<file path="config.mk">
export PLATFORM = sky130hd
export DESIGN_NAME = mdu_iter
export DESIGN_NICKNAME = d
export VERILOG_FILES = /design/src/rtl/mdu_iter.sv
export SDC_FILE = /design/constraint.sdc
export NUM_CORES = 1
export LEC_CHECK = 0
export ABC_AREA = 1
export CAP_MARGIN = 20
export CORE_MARGIN = 1
export CORE_UTILIZATION = 26
export CTS_BUF_LIST = sky130_fd_sc_hd__clkbuf_2
export DETAILED_ROUTE_END_ITERATION = 16
export DONT_BUFFER_PORTS = 1
export GPL_TIMING_DRIVEN = 0
export SKIP_CTS_REPAIR_TIMING = 1
export SLEW_MARGIN = 20
export SYNTH_ARGS = -nofsm -noshare
export SYNTH_HDL_FRONTEND = slang
export SYNTH_SLANG_ARGS = --single-unit
</file>
<file path="constraint.sdc">
create_clock -name clk -period 4.95 [get_ports clk]
set_input_delay 0.495 -clock clk [delete_from_list [all_inputs] [get_ports clk]]
set_output_delay 0.495 -clock clk [all_outputs]
set_load 0.02 [all_outputs]
</file>
<file path="src/rtl/mdu_iter.sv">
// mdu_iter: multi-cycle multiply/divide unit for the RV32M funct3 operation set.
//
// Multiplies by shift-add and divides by restoring radix-2, one bit per cycle,
// both on operand magnitudes; a final FIX cycle restores signs and picks the
// output half. Divide-by-zero and signed overflow skip the iteration.
//
// Optional feature: define MDU_FAST_MUL_EN to compute all multiplies with one
// combinational XLEN x XLEN multiplier at accept time (multiply latency 2).
//
// Ports:
//   clk        clock, rising edge
//   rst        asynchronous active-high reset
//   i_start    request, accepted only when not busy
//   i_op       000 MUL, 001 MULH, 010 MULHSU, 011 MULHU,
//              100 DIV, 101 DIVU, 110 REM, 111 REMU
//   i_src_a    rs1 operand (multiplicand / dividend)
//   i_src_b    rs2 operand (multiplier / divisor)
//   i_tag_in   destination tag captured with the operands
//   i_flush    abort the in-flight op
//   o_busy     op accepted and not yet completed
//   o_done     one-cycle pulse, o_result/o_tag_out valid
//   o_result   result, held until the next done
//   o_tag_out  tag of the completed op, held with o_result
module mdu_iter #(
  parameter int unsigned XLEN  = 32,
  parameter int unsigned TAG_W = 5
) (
  input  logic             clk,
  input  logic             rst,
  input  logic             i_start,
  input  logic [2:0]       i_op,
  input  logic [XLEN-1:0]  i_src_a,
  input  logic [XLEN-1:0]  i_src_b,
  input  logic [TAG_W-1:0] i_tag_in,
  input  logic             i_flush,
  output logic             o_busy,
  output logic             o_done,
  output logic [XLEN-1:0]  o_result,
  output logic [TAG_W-1:0] o_tag_out
);

  localparam int unsigned CNT_W = $clog2(XLEN);
  localparam logic [XLEN-1:0] MIN_VAL = {1'b1, {(XLEN-1){1'b0}}};

  typedef enum logic [1:0] {StIdle, StRun, StFix, StDone} state_e;

  state_e r_state, w_state_nxt;

  logic [CNT_W-1:0]  r_cnt;
  logic [XLEN-1:0]   r_a;       // multiplicand magnitude
  logic [XLEN-1:0]   r_b;       // divisor magnitude
  logic [2*XLEN-1:0] r_acc;     // mul: {hi, lo} product; div: {remainder, quotient}
  logic              r_div;
  logic              r_sel;     // mul: take high half; div: take remainder
  logic              r_neg_q;   // negate product / quotient in FIX
  logic              r_neg_r;   // negate remainder in FIX
  logic [TAG_W-1:0]  r_tag;
  logic [XLEN-1:0]   r_result;
  logic [TAG_W-1:0]  r_tag_out;

  logic              w_accept;
  logic              w_last;
  logic              w_a_signed, w_b_signed, w_sa, w_sb;
  logic              w_div0, w_ovf, w_special, w_skip_run;
  logic [XLEN-1:0]   w_a_mag, w_b_mag;
  logic [2*XLEN-1:0] w_acc_init;
  logic [XLEN:0]     w_mul_sum;
  logic [2*XLEN-1:0] w_mul_next;
  logic [XLEN:0]     w_div_sh;
  logic              w_div_ge;
  logic [XLEN-1:0]   w_div_sub;
  logic [2*XLEN-1:0] w_div_next;
  logic [2*XLEN-1:0] w_p_fix;
  logic [XLEN-1:0]   w_q_fix, w_r_fix, w_fix_res;
`ifdef MDU_FAST_MUL_EN
  logic [2*XLEN-1:0] w_fast_prod;
`endif

  // ---------------------------------------------------------------------------
  // Accept-time operand conditioning
  // ---------------------------------------------------------------------------
  assign w_accept = i_start && !i_flush && (r_state == StIdle || r_state == StDone);

  always_comb begin
    w_a_signed = (i_op == 3'b001) || (i_op == 3'b010) || (i_op == 3'b100) || (i_op == 3'b110);
    w_b_signed = (i_op == 3'b001) || (i_op == 3'b100) || (i_op == 3'b110);
    w_sa       = w_a_signed && i_src_a[XLEN-1];
    w_sb       = w_b_signed && i_src_b[XLEN-1];
    w_a_mag    = w_sa ? -i_src_a : i_src_a;
    w_b_mag    = w_sb ? -i_src_b : i_src_b;
    w_div0     = i_op[2] && (i_src_b == '0);
    w_ovf      = i_op[2] && !i_op[0] && (i_src_a == MIN_VAL) && (i_src_b == {XLEN{1'b1}});
    w_special  = w_div0 || w_ovf;
  end

`ifdef MDU_FAST_MUL_EN
  assign w_fast_prod = {{XLEN{1'b0}}, w_a_mag} * {{XLEN{1'b0}}, w_b_mag};
`endif

  // Special cases load their final value so FIX only has to select it.
  always_comb begin
    w_skip_run = w_special;
    if (w_div0) begin
      w_acc_init = {i_src_a, {XLEN{1'b1}}};
    end else if (w_ovf) begin
      w_acc_init = {{XLEN{1'b0}}, MIN_VAL};
    end else if (i_op[2]) begin
      w_acc_init = {{XLEN{1'b0}}, w_a_mag};
    end else begin
      w_acc_init = {{XLEN{1'b0}}, w_b_mag};
    end
`ifdef MDU_FAST_MUL_EN
    if (!i_op[2]) begin
      w_skip_run = 1'b1;
      w_acc_init = w_fast_prod;
    end
`endif
  end

  // ---------------------------------------------------------------------------
  // Iteration step
  // ---------------------------------------------------------------------------
  always_comb begin
    // Shift-add: add multiplicand when the multiplier LSB is set, then shift right.
    w_mul_sum  = {1'b0, r_acc[2*XLEN-1:XLEN]} + (r_acc[0] ? {1'b0, r_a} : '0);
    w_mul_next = {w_mul_sum, r_acc[XLEN-1:1]};
    // Restoring divide: shift next dividend bit into the partial remainder.
    w_div_sh   = {r_acc[2*XLEN-1:XLEN], r_acc[XLEN-1]};
    w_div_ge   = (w_div_sh >= {1'b0, r_b});
    // Result of a successful subtract is below the divisor, so XLEN bits suffice.
    w_div_sub  = w_div_sh[XLEN-1:0] - r_b;
    w_div_next = w_div_ge ? {w_div_sub, r_acc[XLEN-2:0], 1'b1}
                          : {w_div_sh[XLEN-1:0], r_acc[XLEN-2:0], 1'b0};
  end

  assign w_last = (r_cnt == CNT_W'(XLEN - 1));

  // ---------------------------------------------------------------------------
  // Sign fix-up and output selection
  // ---------------------------------------------------------------------------
  always_comb begin
    w_p_fix   = r_neg_q ? -r_acc : r_acc;
    w_q_fix   = r_neg_q ? -r_acc[XLEN-1:0] : r_acc[XLEN-1:0];
    w_r_fix   = r_neg_r ? -r_acc[2*XLEN-1:XLEN] : r_acc[2*XLEN-1:XLEN];
    if (r_div) begin
      w_fix_res = r_sel ? w_r_fix : w_q_fix;
    end else begin
      w_fix_res = r_sel ? w_p_fix[2*XLEN-1:XLEN] : w_p_fix[XLEN-1:0];
    end
  end

  // ---------------------------------------------------------------------------
  // FSM: state register / next state / outputs
  // ---------------------------------------------------------------------------
  always_ff @(posedge clk or posedge rst) begin
    if (rst) begin
      r_state <= StIdle;
    end else begin
      r_state <= w_state_nxt;
    end
  end

  always_comb begin
    w_state_nxt = r_state;
    unique case (r_state)
      StIdle, StDone: begin
        if (w_accept) begin
          w_state_nxt = w_skip_run ? StFix : StRun;
        end else begin
          w_state_nxt = StIdle;
        end
      end
      StRun: begin
        if (i_flush) begin
          w_state_nxt = StIdle;
        end else if (w_last) begin
          w_state_nxt = StFix;
        end
      end
      StFix: begin
        w_state_nxt = i_flush ? StIdle : StDone;
      end
      default: w_state_nxt = StIdle;
    endcase
  end

  always_comb begin
    o_busy = 1'b0;
    o_done = 1'b0;
    unique case (r_state)
      StRun, StFix: o_busy = 1'b1;
      StDone:       o_done = 1'b1;
      default:      ;
    endcase
  end

  // ---------------------------------------------------------------------------
  // Datapath registers
  // ---------------------------------------------------------------------------
  always_ff @(posedge clk or posedge rst) begin
    if (rst) begin
      r_cnt     <= '0;
      r_a       <= '0;
      r_b       <= '0;
      r_acc     <= '0;
      r_div     <= 1'b0;
      r_sel     <= 1'b0;
      r_neg_q   <= 1'b0;
      r_neg_r   <= 1'b0;
      r_tag     <= '0;
      r_result  <= '0;
      r_tag_out <= '0;
    end else begin
      if (w_accept) begin
        r_cnt   <= '0;
        r_a     <= w_a_mag;
        r_b     <= w_b_mag;
        r_acc   <= w_acc_init;
        r_div   <= i_op[2];
        r_sel   <= i_op[2] ? i_op[1] : (i_op[1:0] != 2'b00);
        r_neg_q <= (w_sa ^ w_sb) && !w_special;
        r_neg_r <= w_sa && !w_special;
        r_tag   <= i_tag_in;
      end else if (r_state == StRun) begin
        r_cnt <= r_cnt + 1'b1;
        r_acc <= r_div ? w_div_next : w_mul_next;
      end
      // Result commits only when FIX completes unflushed.
      if (r_state == StFix && !i_flush) begin
        r_result  <= w_fix_res;
        r_tag_out <= r_tag;
      end
    end
  end

  assign o_result  = r_result;
  assign o_tag_out = r_tag_out;

endmodule
</file>
==> results.md, run 1 <==
* Initial DRC Count at 2804
* Synth top area cells: dfrtp_1 (23%), nand2_1 (17%), inv_1 (8.4%)
* H-Tree Depth at 4
* Clk_lat worst skew at 1010 ps
* Fin nets at 3539
* Total clock sinks at 181
* Clk buf depth at 2
* Worst Tran Pin Value at 1020 ps
* Area Growth Syn to Fin at 12.8%
* Mean post-synth cell area at 5.93 um2
* EDFF count, synth at 0
* Most frequent cells in the layout: nand2_1 (896), inv_1 (434), nor2_1 (425)
* Worst hold path depth at 7
* DRT antenna net count at 0
* Final Skew at 54.3 ps
* IR drop worst, VDD at 0.196 mV
* Sequential area share after synthesis at 23.4%
* Pre-antenna DRT Iters at 8
* Rel. slew slack at 31.8%
* WHS at -96.5 ps
* Synth Flop Type: dfrtp_1
* CTS Buf Count at 17
* Final critical-path share of the clock period at 72.5%
* Leakage power at 10.8 nW
* Min Tclk post-route at 3590 ps
* CP Capture Type: register
* Yosys top cell by area: dfrtp_1
* Post-synthesis net count at 3424
* Yosys top cell area share at 23.4%
* Largest net degree at the start of global routing at 33
* Arrival @ worst endpoint at 4510 ps
* Failing checks: hold timing
* Hold Vio Cnt, Final at 10
* Global placement routability congestion at 1.06
* Worst Path Required at 5870 ps
* Final slew viol count at 0
* Vias per cell at 5.30
* IO buf count at 0
* Worst hold start: i_src_b[24]
* Power Dens Cells at 558 mW/mm2
* Crit Reg-Reg Endpoint: r_acc[53]
* I/O Pins at 115
* Worst-path clk slew at 350 ps
* CP Class: reg -> reg
* Initial Util at 26.4%
* Initial antenna violation count at 3
* Post-Syn Instances at 3272
* Commonest non-fill, non-tap cell in the layout: nand2_1
* DIE AREA at 0.0757 mm2
* Number of global-route vias before repair at 20.8k
* HPWL Detailed at 80000 um
* FFs w/ async S/R, synth at 100%
* Reg2reg start: r_acc[0]
* Routed wire length at 98500 um
* Reg2reg setup slack at 1360 ps
* Core Area at 0.0733 mm2
* Endpoint of the worst hold-timing path: r_b[25]
* HP Class: in -> reg
* Yosys cell types at 55
* GRT Overall Usage at 25.2%
* Final setup TNS at 0 ps
* Wire length of the first global-routing pass at 139000 um
* RSZ-0062 raised after global routing: false
* Syn. warnings at 0
* Core Rows at 99
* DRC at 0
* Max cap viols at 0
* Layout cells sized above 1 at 5.82%
* Fmax at 279 MHz
* Syn Std Cell Area at 0.0194 mm2
* Routed vias at 23.1k
* Clock root buffer: clkbuf_2
* Worst Reg-to-Reg Cells at 18
* #FFs+latches synth at 181
* Setup-failing EPs final at 0
* Status: complete, but fails checks
* Startpoint types: register
* Die Y at 275 um
* Worst-path maximum fanout at 10
* CTS tree: built
* Average wire per standard cell at 22.6 um
* Global route overflow at 0
* Die W at 275 um
## worst max-delay path by stage
stage,to,cells past startpoint,slack (ps),start
CTS,r_acc[53],18,1430,r_acc[0]
floorplan,o_result[0],1,2130,rst
global route,r_acc[53],18,1130,r_acc[0]
finish,r_acc[53],18,1360,r_acc[0]
detailed placement,r_acc[53],18,1580,r_acc[0]
global placement,r_acc[33],1,870,rst
## metrics by stage
stage          instances  instance area [um2]  total power (W)  util (%)  setup WS, ps
2_1_floorplan       3272                19400          0.00819         -          2130
3_3_place_gp        4231                20600           0.0109      28.1           875
3_5_place_dp        4237                20700           0.0109      28.2          1580
4_1_cts             4269                21000           0.0118      28.6          1430
5_1_grt             4361                21900           0.0130      29.8          1130
6_report            4363                21900           0.0122      29.8          1360
## synth_stat cells, types with 20 or more instances
cell,count
a22oi_1,44
ha_1,74
nand4_1,89
buf_1,20
xor2_1,61
nand3_2,25
nor3_1,47
dfrtp_1,181
nand3_1,280
buf_2,29
clkbuf_1,63
a31oi_1,26
a21oi_1,186
o21ai_0,201
a21oi_2,20
nand2_1,896
inv_1,435
nor2_1,425
## final cells by class
class / count / area, um2
Sequential cell: 181 / 4530
Tap cell: 959 / 1200
Buffer: 121 / 556
Multi-Input combinational cell: 2517 / 12600
Antenna cell: 4 / 10.0
Fill cell: 8420 / 51500
Inverter: 453 / 1700
Timing Repair Buffer: 96 / 1020
Clock inverter: 14 / 158
Clock buffer: 18 / 90.1
## logic make-up after synthesis
kind of cell / synth area share [%]
DFF: 23.4
and+or+nand+nor: 41.8
AOI/OAI and AO/OA: 15.1
buffers and inverters: 11.6
xor gates and xnor gates: 3.12
adders and majority gates: 4.98
## routing by layer
layer	global-route usage, %	up-vias	share of wire [%]
met3	4.70	184	10
met1	34.5	10855	43
met2	37.6	1221	42
li1	-	10858	-
met5	0	-	0
met4	12.4	0	5.3
## power breakdown
group          total, W  switching [W]  internal (W)
logic           0.00804        0.00552       0.00252
registers       0.00327        0.00128       0.00199
clock network  0.000892       0.000676      0.000215
total            0.0122        0.00747       0.00473
## flip-flops by register name, indices dropped and copies added, names as in the netlist
name and cells:
r_div 1, r_a 32, r_acc 64, r_neg_r 1, r_cnt 5, r_sel 1
r_b 32, o_result 32, o_tag_out 5, r_neg_q 1, r_tag 5, r_state 2
## worst max-delay path: stages, from the launching register on
cell	delay [ps]
dfrtp_1	400
buf_2	330
buf_1	370
nand2_1	90
inv_1	70
ha_1	380
fa_1	310
nand3_1	90
nand2_1	270
nand2_1	80
nand2_1	170
nand3_1	170
nand3_1	120
nand2_1	70
nand3_1	160
nand2_1	60
nand3b_1	200
nand2_1	90
inv_1	40
No activity file was read; power rests on OpenSTA's default activity.
==> run 2, diff against run 1 <==
clock period = 2.98 ns   (was 4.95 ns; I/O delays follow)
==> results.md, run 2 (synthesis results as in run 1) <==
* Fin nets at 3594 (was 3539)
* Worst Tran Pin Value at 1040 ps (was 1020 ps)
* CTS tree: built (unchanged)
* NetSw at 0.0128 W (was 0.00747 W)
* Comb pwr share at 68.5% (was 65.9%)
* Most flops, register: r_acc (unchanged)
* Die Y at 275 um (unchanged)
* I/O Pins at 115 (unchanged)
* Hold Vio Cnt, Final at 11 (was 10)
* Switch share at 60.5% (was 61.3%)
* Pre-antenna DRT Iters at 6 (was 8)
* Number of global-route vias before repair at 20.8k (unchanged)
* Die W at 275 um (unchanged)
* IO buf count at 0 (unchanged)
* Final setup margin at -2.77 ps (was 1360 ps)
* Largest net degree at the start of global routing at 33 (unchanged)
* IR drop worst, VDD at 0.347 mV (was 0.196 mV)
* Global route overflow at 0 (unchanged)
* Status: complete, but fails checks (unchanged)
* Leakage power at 11.0 nW (was 10.8 nW)
* Final slew viol count at 0 (unchanged)
* WHS at -69.7 ps (was -96.5 ps)
* Initial DRC Count at 2793 (was 2804)
* Clk buf depth at 2 (unchanged)
* Fmax at 335 MHz (was 279 MHz)
* Final Skew at 55.4 ps (was 54.3 ps)
* Final setup TNS at -2.77 ps (was 0 ps)
* Max FFs per register at 64 (unchanged)
* Global placement routability congestion at 1.06 (unchanged)
* Initial Util at 26.4% (unchanged)
* Final critical-path share of the clock period at 100% (was 72.5%)
* Worst-path maximum fanout at 8 (was 10)
* Reg area at 0.00456 mm2 (was 0.00453 mm2)
* H-Tree Depth at 4 (unchanged)
* Routed wire length at 98600 um (was 98500 um)
* CP Class: reg -> reg (unchanged)
* Worst Path Required at 3890 ps (was 5870 ps)
* Routed vias at 23.5k (was 23.1k)
* Arrival @ worst endpoint at 3900 ps (was 4510 ps)
* HPWL Detailed at 80000 um (unchanged)
* CTS Buf Count at 17 (unchanged)
* Vias per cell at 5.31 (was 5.30)
* Core Rows at 99 (unchanged)
* Average wire per standard cell at 22.3 um (was 22.6 um)
* Core Area at 0.0733 mm2 (unchanged)
* Rel. slew slack at 30.9% (was 31.8%)
* Max cap viols at 0 (unchanged)
* DRT antenna net count at 0 (unchanged)
* Setup-failing EPs final at 1 (was 0)
* GRT Overall Usage at 25.2% (unchanged)
* Commonest non-fill, non-tap cell in the layout: nand2_1 (unchanged)
* Failing checks: hold timing, setup timing (was hold timing)
* Total clock sinks at 181 (unchanged)
* HP Class: in -> reg (unchanged)
* Min Tclk post-route at 2980 ps (was 3590 ps)
* Most frequent cells in the layout: nand2_1 (877), inv_1 (433), nor2_1 (404) (was nand2_1 (896), inv_1 (434), nor2_1 (425))
* DRC at 0 (unchanged)
* Int Pwr at 0.00835 W (was 0.00473 W)
* Worst slack at placement at -385 ps (was 1580 ps)
* CP Capture Type: register (unchanged)
* Layout cells sized above 1 at 9.67% (was 5.82%)
* Clock root buffer: clkbuf_2 (unchanged)
* Wire length of the first global-routing pass at 139000 um (unchanged)
* Power Dens Cells at 932 mW/mm2 (was 558 mW/mm2)
* Startpoint types: register (unchanged)
* Worst-path clk slew at 350 ps (about the same)
* Part of the power in registers at 24.5% (was 26.8%)
* Clk_lat worst skew at 1010 ps (about the same)
* Multi-input logic area at 0.0129 mm2 (was 0.0126 mm2)
* RSZ-0062 raised after global routing: true (was false)
* Area Growth Syn to Fin at 17.0% (was 12.8%)
* Clock share of power at 7.0% (was 7.3%)
* Filler cell count in the final layout at 8356 (was 8420)
* DIE AREA at 0.0757 mm2 (unchanged)
* Initial antenna violation count at 6 (was 3)
run 2: cell count changes in the layout (fill, tap and decap cells not counted), sizes merged:
cell	before	now
buf	64	85
clkbuf	81	87
clkinvlp	1	2
dlygate4sd3	90	118
inv	456	455
run 2: final timing paths:
kind | startpoint | to | slack (ps) | cells past startpoint
setup / recovery | r_acc[31] | r_acc[52] | -3 | 16
hold / removal | i_src_b[14] | r_b[18] | -70 | 8
setup reg to reg | r_acc[31] | r_acc[52] | -3 | 16
hold reg to reg | r_cnt[3] | r_cnt[3] | 480 | 1
max in group asynchronous | rst | r_acc[36] | 1270 | 7
min in group asynchronous | rst | r_tag[4] | 400 | 3
run 2: power groups by stage:
stage               registers (W)  clock network [W]  logic [W]
floorplan                 0.00445                  0    0.00915
global placement          0.00538                  0     0.0127
detailed placement        0.00540                  0     0.0128
CTS                       0.00534            0.00149     0.0128
global route              0.00524            0.00155     0.0158
finish                    0.00518            0.00148     0.0145
run 2: critical path, cell delays in order, from the launching register on:
cell        delay, ps
dfrtp_2           500
clkinvlp_4        180
ha_1              400
nand2_1            90
inv_1              40
nand2_1           170
nor2_1             80
nand3_1           150
nand3_2           110
nor2_4            270
nand2_8           180
inv_1             140
nand2_1           130
nand3_1           160
nand3_1           130
nand2_1            90
inv_1              40
run 2: final cells by class:
class                   instances  share of cell area (%)
multi-input cells            2517                    56.7
inverters                     453                    7.53
diodes                          4                  0.0441
clock buffers                  18                   0.397
well taps                     959                    5.29
plain buffers                 121                    2.58
repair buffers                151                    6.63
clock inverters                14                   0.695
flip-flops and latches        181                    20.1
run 2: per-stage QoR:
stage          instances  instance area [um2]  util [%]  power (W)
4_1_cts             4269                21000      28.6     0.0197
5_1_grt             4417                22700      30.9     0.0225
3_5_place_dp        4237                20700      28.2     0.0182
2_1_floorplan       3272                19400         -     0.0136
6_report            4418                22700      30.9     0.0211
3_3_place_gp        4231                20600      28.1     0.0181
run 2: per-layer routing:
| metal | part of all wire, % | global-route usage (%) | vias up |
|---|---|---|---|
| met4 | 5.0 | 12.4 | 6 |
| met2 | 42 | 37.6 | 1197 |
| met5 | 0.032 | 0 | - |
| met3 | 9.5 | 4.70 | 173 |
| met1 | 43 | 34.5 | 11106 |
| li1 | - | - | 10992 |
